==> src/rtl/div_unit_pkg.sv <==
// Shared constants for the multi-cycle MIPS DIV/DIVU unit: FSM encodings
// and the divide-by-zero quotient fill.
package div_unit_pkg;

    localparam logic [1:0] ST_IDLE = 2'd0;
    localparam logic [1:0] ST_DIV  = 2'd1;
    localparam logic [1:0] ST_DONE = 2'd2;

    // Divide-by-zero forces every LO bit to this value (all ones).
    localparam logic DIV0_LO_BIT = 1'b1;

    function automatic int unsigned cnt_width(input int unsigned iter);
        return $clog2(iter + 1);
    endfunction

endpackage

==> src/rtl/div_sign_fix.sv <==
// Combinational two's-complement conditional negate; used as |x| on the
// operands and as the sign fixup on quotient/remainder.
module div_sign_fix #(
    parameter int unsigned DATA_W = 32
) (
    input  logic [DATA_W-1:0] i_val,
    input  logic              i_neg,
    output logic [DATA_W-1:0] o_val
);

    always_comb begin
        o_val = i_val;
        if (i_neg) begin
            o_val = '0 - i_val;
        end
    end

endmodule

==> src/rtl/div_unit.sv <==
// Multi-cycle restoring divider for MIPS DIV/DIVU; produces {HI, LO} =
// {remainder, quotient} and stalls the pipeline while iterating.
module div_unit
    import div_unit_pkg::*;
#(
    parameter int unsigned DATA_W = 32,
    parameter int unsigned ITER   = DATA_W
) (
    input  logic                  clk,
    input  logic                  rst,
    input  logic                  start,
    input  logic                  signed_div,
    input  logic [DATA_W-1:0]     in0,
    input  logic [DATA_W-1:0]     in1,
    input  logic                  annul,
    output logic                  stall,
    output logic                  valid,
    output logic [2*DATA_W-1:0]   result
);

    localparam int unsigned CNT_W = cnt_width(ITER);

    logic [1:0]        r_state;
    logic [CNT_W-1:0]  r_cnt;
    logic [DATA_W-1:0] r_rem;
    logic [DATA_W-1:0] r_quo;
    logic [DATA_W-1:0] r_dvs;
    logic              r_qneg;
    logic              r_rneg;

    logic              w_div0;
    logic              w_last;
    logic              w_ge;
    logic [DATA_W-1:0] w_dvd_abs;
    logic [DATA_W-1:0] w_dvs_abs;
    logic [DATA_W:0]   w_shift;
    logic [DATA_W-1:0] w_sub;
    logic [DATA_W-1:0] w_rem_nx;
    logic [DATA_W-1:0] w_quo_nx;
    logic [DATA_W-1:0] w_rem_fix;
    logic [DATA_W-1:0] w_quo_fix;

    assign w_div0 = (in1 == '0);
    assign w_last = (r_cnt == CNT_W'(ITER - 1));

    div_sign_fix #(.DATA_W(DATA_W)) u_abs_dvd (
        .i_val (in0),
        .i_neg (signed_div & in0[DATA_W-1]),
        .o_val (w_dvd_abs)
    );

    div_sign_fix #(.DATA_W(DATA_W)) u_abs_dvs (
        .i_val (in1),
        .i_neg (signed_div & in1[DATA_W-1]),
        .o_val (w_dvs_abs)
    );

    // Remainder path is one bit wider so the trial subtract sees the shifted-out MSB.
    assign w_shift  = {r_rem, r_quo[DATA_W-1]};
    assign w_ge     = (w_shift >= {1'b0, r_dvs});
    assign w_sub    = w_shift[DATA_W-1:0] - r_dvs;
    assign w_rem_nx = w_ge ? w_sub : w_shift[DATA_W-1:0];
    assign w_quo_nx = {r_quo[DATA_W-2:0], w_ge};

    div_sign_fix #(.DATA_W(DATA_W)) u_fix_rem (
        .i_val (w_rem_nx),
        .i_neg (r_rneg),
        .o_val (w_rem_fix)
    );

    div_sign_fix #(.DATA_W(DATA_W)) u_fix_quo (
        .i_val (w_quo_nx),
        .i_neg (r_qneg),
        .o_val (w_quo_fix)
    );

    always_ff @(posedge clk or negedge rst) begin
        if (!rst) begin
            r_state <= ST_IDLE;
            r_cnt   <= '0;
            r_rem   <= '0;
            r_quo   <= '0;
            r_dvs   <= '0;
            r_qneg  <= 1'b0;
            r_rneg  <= 1'b0;
            result  <= '0;
        end else begin
            case (r_state)
                ST_IDLE: begin
                    if (start && !annul) begin
                        if (w_div0) begin
                            result  <= {in0, {DATA_W{DIV0_LO_BIT}}};
                            r_state <= ST_DONE;
                        end else begin
                            r_rem   <= '0;
                            r_quo   <= w_dvd_abs;
                            r_dvs   <= w_dvs_abs;
                            r_qneg  <= signed_div & (in0[DATA_W-1] ^ in1[DATA_W-1]);
                            r_rneg  <= signed_div & in0[DATA_W-1];
                            r_cnt   <= '0;
                            r_state <= ST_DIV;
                        end
                    end
                end
                ST_DIV: begin
                    if (annul) begin
                        r_state <= ST_IDLE;
                    end else begin
                        r_rem <= w_rem_nx;
                        r_quo <= w_quo_nx;
                        r_cnt <= r_cnt + 1'b1;
                        if (w_last) begin
                            result  <= {w_rem_fix, w_quo_fix};
                            r_state <= ST_DONE;
                        end
                    end
                end
                ST_DONE: r_state <= ST_IDLE;
                default: r_state <= ST_IDLE;
            endcase
        end
    end

    // annul suppresses both outputs combinationally, so a flush never sees a stall or a result.
    always_comb begin
        valid = (r_state == ST_DONE) & ~annul;
        stall = ~annul & (((r_state == ST_IDLE) & start & ~w_div0) | (r_state == ST_DIV));
    end

endmodule

==> config.mk <==
export PLATFORM = sky130hd
export DESIGN_NAME = div_unit
export DESIGN_NICKNAME = d
export VERILOG_FILES = /design/src/rtl/div_unit_pkg.sv /design/src/rtl/div_sign_fix.sv /design/src/rtl/div_unit.sv
export SDC_FILE = /design/constraint.sdc
export NUM_CORES = 1
export LEC_CHECK = 0
export BUFFER_PORTS_ARGS = -buffer_cell sky130_fd_sc_hd__buf_2
export CAP_MARGIN = 20
export CORE_UTILIZATION = 40
export CTS_CLUSTER_DIAMETER = 30
export DETAILED_ROUTE_END_ITERATION = 8
export SYNTH_ARGS = -nofsm -noshare
export SYNTH_HDL_FRONTEND = slang
export SYNTH_HIERARCHICAL = 1
export SYNTH_SLANG_ARGS = --single-unit
==> constraint.sdc <==
create_clock -name clk -period 6.7 [get_ports clk]
set_input_delay 1.005 -clock clk [delete_from_list [all_inputs] [get_ports clk]]
set_output_delay 1.005 -clock clk [all_outputs]
set_load 0.02 [all_outputs]
==> results_dict.tcl <==
set metrics [dict create \
    yosysWarnings 6 \
    clock_latency_ns 0.45 \
    yosysUniqueCellTypes 78 \
    num_antenna_cells 0 \
    vias 11500 \
    core_mm2 0.0307 \
    synth_ff_type "dfrtp_1" \
    grt_pass1_vias 10700 \
    setup_viol 0 \
    avgSynthCellArea_um2 8.27 \
    syn_inst 1517 \
    clock_skew_ns 0.0166 \
    die_h_um 179 \
    wirelength_mm 38.3 \
    grt_use_total_pct 24.6 \
    cp-end-kind "flop" \
    violations "design-rule violations" \
    layout_setup_ws_ns 1.17 \
    final_util_pct 45.6 \
    path_max_fanout 37 \
    area_delta_synth_final_pct 11.8 \
    ys_ff_latch 170 \
    hold_viol 0 \
    post-route-min-period_ns 5.53 \
    post-cts-setup-buffer-count 0 \
    cts.sinks 170 \
    tns_ns 0 \
    crit_type "reg2reg" \
    maxSlewHeadroom_pct 24.2 \
    multi_input_area_mm2 0.00760 \
    cts_buffer_depth 2 \
    first_iter_violations 967 \
    grt_overflow 0 \
    start_util_pct 40.8 \
    cp.required_ns 7.07 \
    antenna_found_initial 0 \
    max_freq_ghz 0.181 \
    grt_pass1_wl_mm 60.6 \
    worst_slew_pin_slew_ns 1.13 \
    worstReg2RegStart "r_rem[26]" \
    grt_max_degree 100 \
    dpl_worst_slack_ns 1.24 \
    placed_cells 1962 \
    status "finished with violations" \
    final_nets 1694 \
    holdBufCountCts 0 \
    maxCapViolations 0 \
    dieArea_mm2 0.0321 \
    syn_area_mm2 0.0125 \
    syn_nets 1624 \
    die-width_um 179 \
    dpl_cell_area_mm2 0.0134 \
    fill_cells 3110 \
    rsz0062_at_grt "false" \
    portBuffers 134 \
    htree_levels 4 \
    via_per_inst 5.74 \
    cp-startpoint "r_rem[26]" \
    synth_edf_count 0 \
    fin_area_mm2 0.0140 \
    cts_root_buffer "clkbuf_16" \
    cts-resized-gates 0 \
    fin_cells 1996 \
    numCtsBuffers 17 \
    hold_class "reg2reg" \
    row_count 64 \
    place_hpwl_mm 28.5 \
    drive_gt1_share_pct 15.2 \
    power_density_mw_per_mm2 393 \
    ant_nets 0 \
    post-route-drc-count 22 \
    min_from "result[19]" \
    async_flop_share_pct 100 \
    fin_crit_sh_pct 82.5 \
    slew_viol_final 0 \
    ir_drop_v 0.000214 \
    arrival_ns 5.90 \
    finalWeightedCongestion 0.979 \
    first_pass_iters 8 \
    final-seq-area_mm2 0.00425 \
    yosysSeqAreaShare_pct 33.9 \
    tritoncts "yes" \
    ioPinCount 135 \
    leakage_nw 5.88 \
    post_drt_wl_per_cell_um 19.2 \
    path_clk_slew_ns 0.08 \
    startpoint_type "flop" \
]
sequential cells by signal, summed over array words and instances, names as in the netlist:
name	flops
result	64
r_dvs	32
r_quo	32
r_rem	32
r_cnt	6
r_state	2
r_qneg	1
r_rneg	1
cell usage in the layout, fill, tap and decap left out, types with 8 or more instances in the layout:
| cell | netlist | final |
|---|---|---|
| buf_4 | 7 | 15 |
| nor4_1 | 28 | 27 |
| o2bb2ai_1 | 14 | 14 |
| nor2_1 | 154 | 152 |
| or4_4 | 8 | 8 |
| a31oi_1 | 40 | 40 |
| mux2_4 | 12 | 12 |
| clkbuf_16 | 0 | 18 |
| or4_1 | 8 | 8 |
| a21o_1 | 12 | 12 |
| inv_1 | 59 | 59 |
| or3_1 | 11 | 11 |
| o21ai_0 | 84 | 84 |
| nand4_1 | 20 | 20 |
| o21ai_1 | 10 | 10 |
| xor2_1 | 15 | 15 |
| nand3_1 | 14 | 14 |
| nor3_1 | 12 | 12 |
| o31ai_1 | 34 | 34 |
| a21oi_1 | 70 | 70 |
| dfrtp_1 | 170 | 170 |
| a22oi_1 | 31 | 31 |
| buf_2 | 15 | 133 |
| ha_1 | 37 | 37 |
| o41ai_1 | 36 | 36 |
| o41ai_2 | 8 | 8 |
| nand3b_1 | 11 | 11 |
| xnor2_1 | 132 | 132 |
| nand2_1 | 254 | 254 |
| nand2b_1 | 18 | 17 |
cells in the mapped netlist, drive strengths merged, types with 35 or more instances:
master / instances / area, µm²
a21oi: 71 / 359
a31oi: 40 / 250
buf: 35 / 248
clkbuf: 65 / 244
dfrtp: 170 / 4250
ha: 37 / 463
inv: 60 / 228
nand2: 255 / 960
nor2: 156 / 604
o21ai: 94 / 470
o31ai: 35 / 268
o41ai: 45 / 473
xnor2: 132 / 1160
per-stage QoR:
stage               hold slack, ns  total power [mW]
floorplan                    0.472              3.68
global placement             0.505              4.39
detailed placement           0.513              4.41
CTS                          0.530              5.50
global route                 0.551              5.89
finish                       0.521              5.51
critical path: stages (launching register included):
cell and delay (ns):
dfrtp_1 0.42, ha_1 0.41, nand4_1 0.19, nor2_1 0.21
nand3b_1 0.19, nor4_1 0.37, a2111o_1 0.46, nor2_8 0.14
inv_4 0.45, mux2_4 0.38, nor4_1 0.71, nand4b_1 0.55
o41ai_1 0.54, xnor2_1 0.16, nand2_1 0.07, a31oi_1 0.16
final timing paths:
kind	to	slack, ns	depth (start not counted)
max reg2reg	result[53]	1.17	15
min	result[19]	0.52	2
min reg2reg	result[19]	0.52	2
max	result[53]	1.17	15
max in group asynchronous	r_rem[7]	4.49	2
min in group asynchronous	result[0]	0.65	1
power by group:
group	internal (mW)	leakage, nW	switching (mW)	total [mW]
combinational	1.18	3.47	1.86	3.04
sequential	1.21	2.10	0.201	1.41
clock	0.572	0.305	0.497	1.07
total	2.96	5.88	2.55	5.51
cell type report:
cell class,count,area share [%]
sequential,170,30.3
clock buffer,17,3.03
clock inverter,15,1.40
timing repair buffer,151,5.84
tap,396,3.53
inverter,60,1.62
multi-input combinational,1187,54.2
metal layers:
layer  global-route usage, %  part of all wire, %  vias to the layer above
met1                    32.6                   45                     5502
met4                    9.82                  3.5                        0
met5                       0                    0                        -
met3                    3.86                  5.2                       64
met2                    39.7                   47                      351
li1                        -                    -                     5549
cells by family after synthesis:
family	after synthesis	share of synthesized area [%]
DFF	170	33.9
xor gates and xnor gates	147	10.3
adders and majority gates	38	3.85
AOI/OAI and AO/OA	396	22.0
buffers and inverters	160	5.74
muxes	24	2.47
and+or+nand+nor	582	21.7
Power figures use the tool's default switching activity.
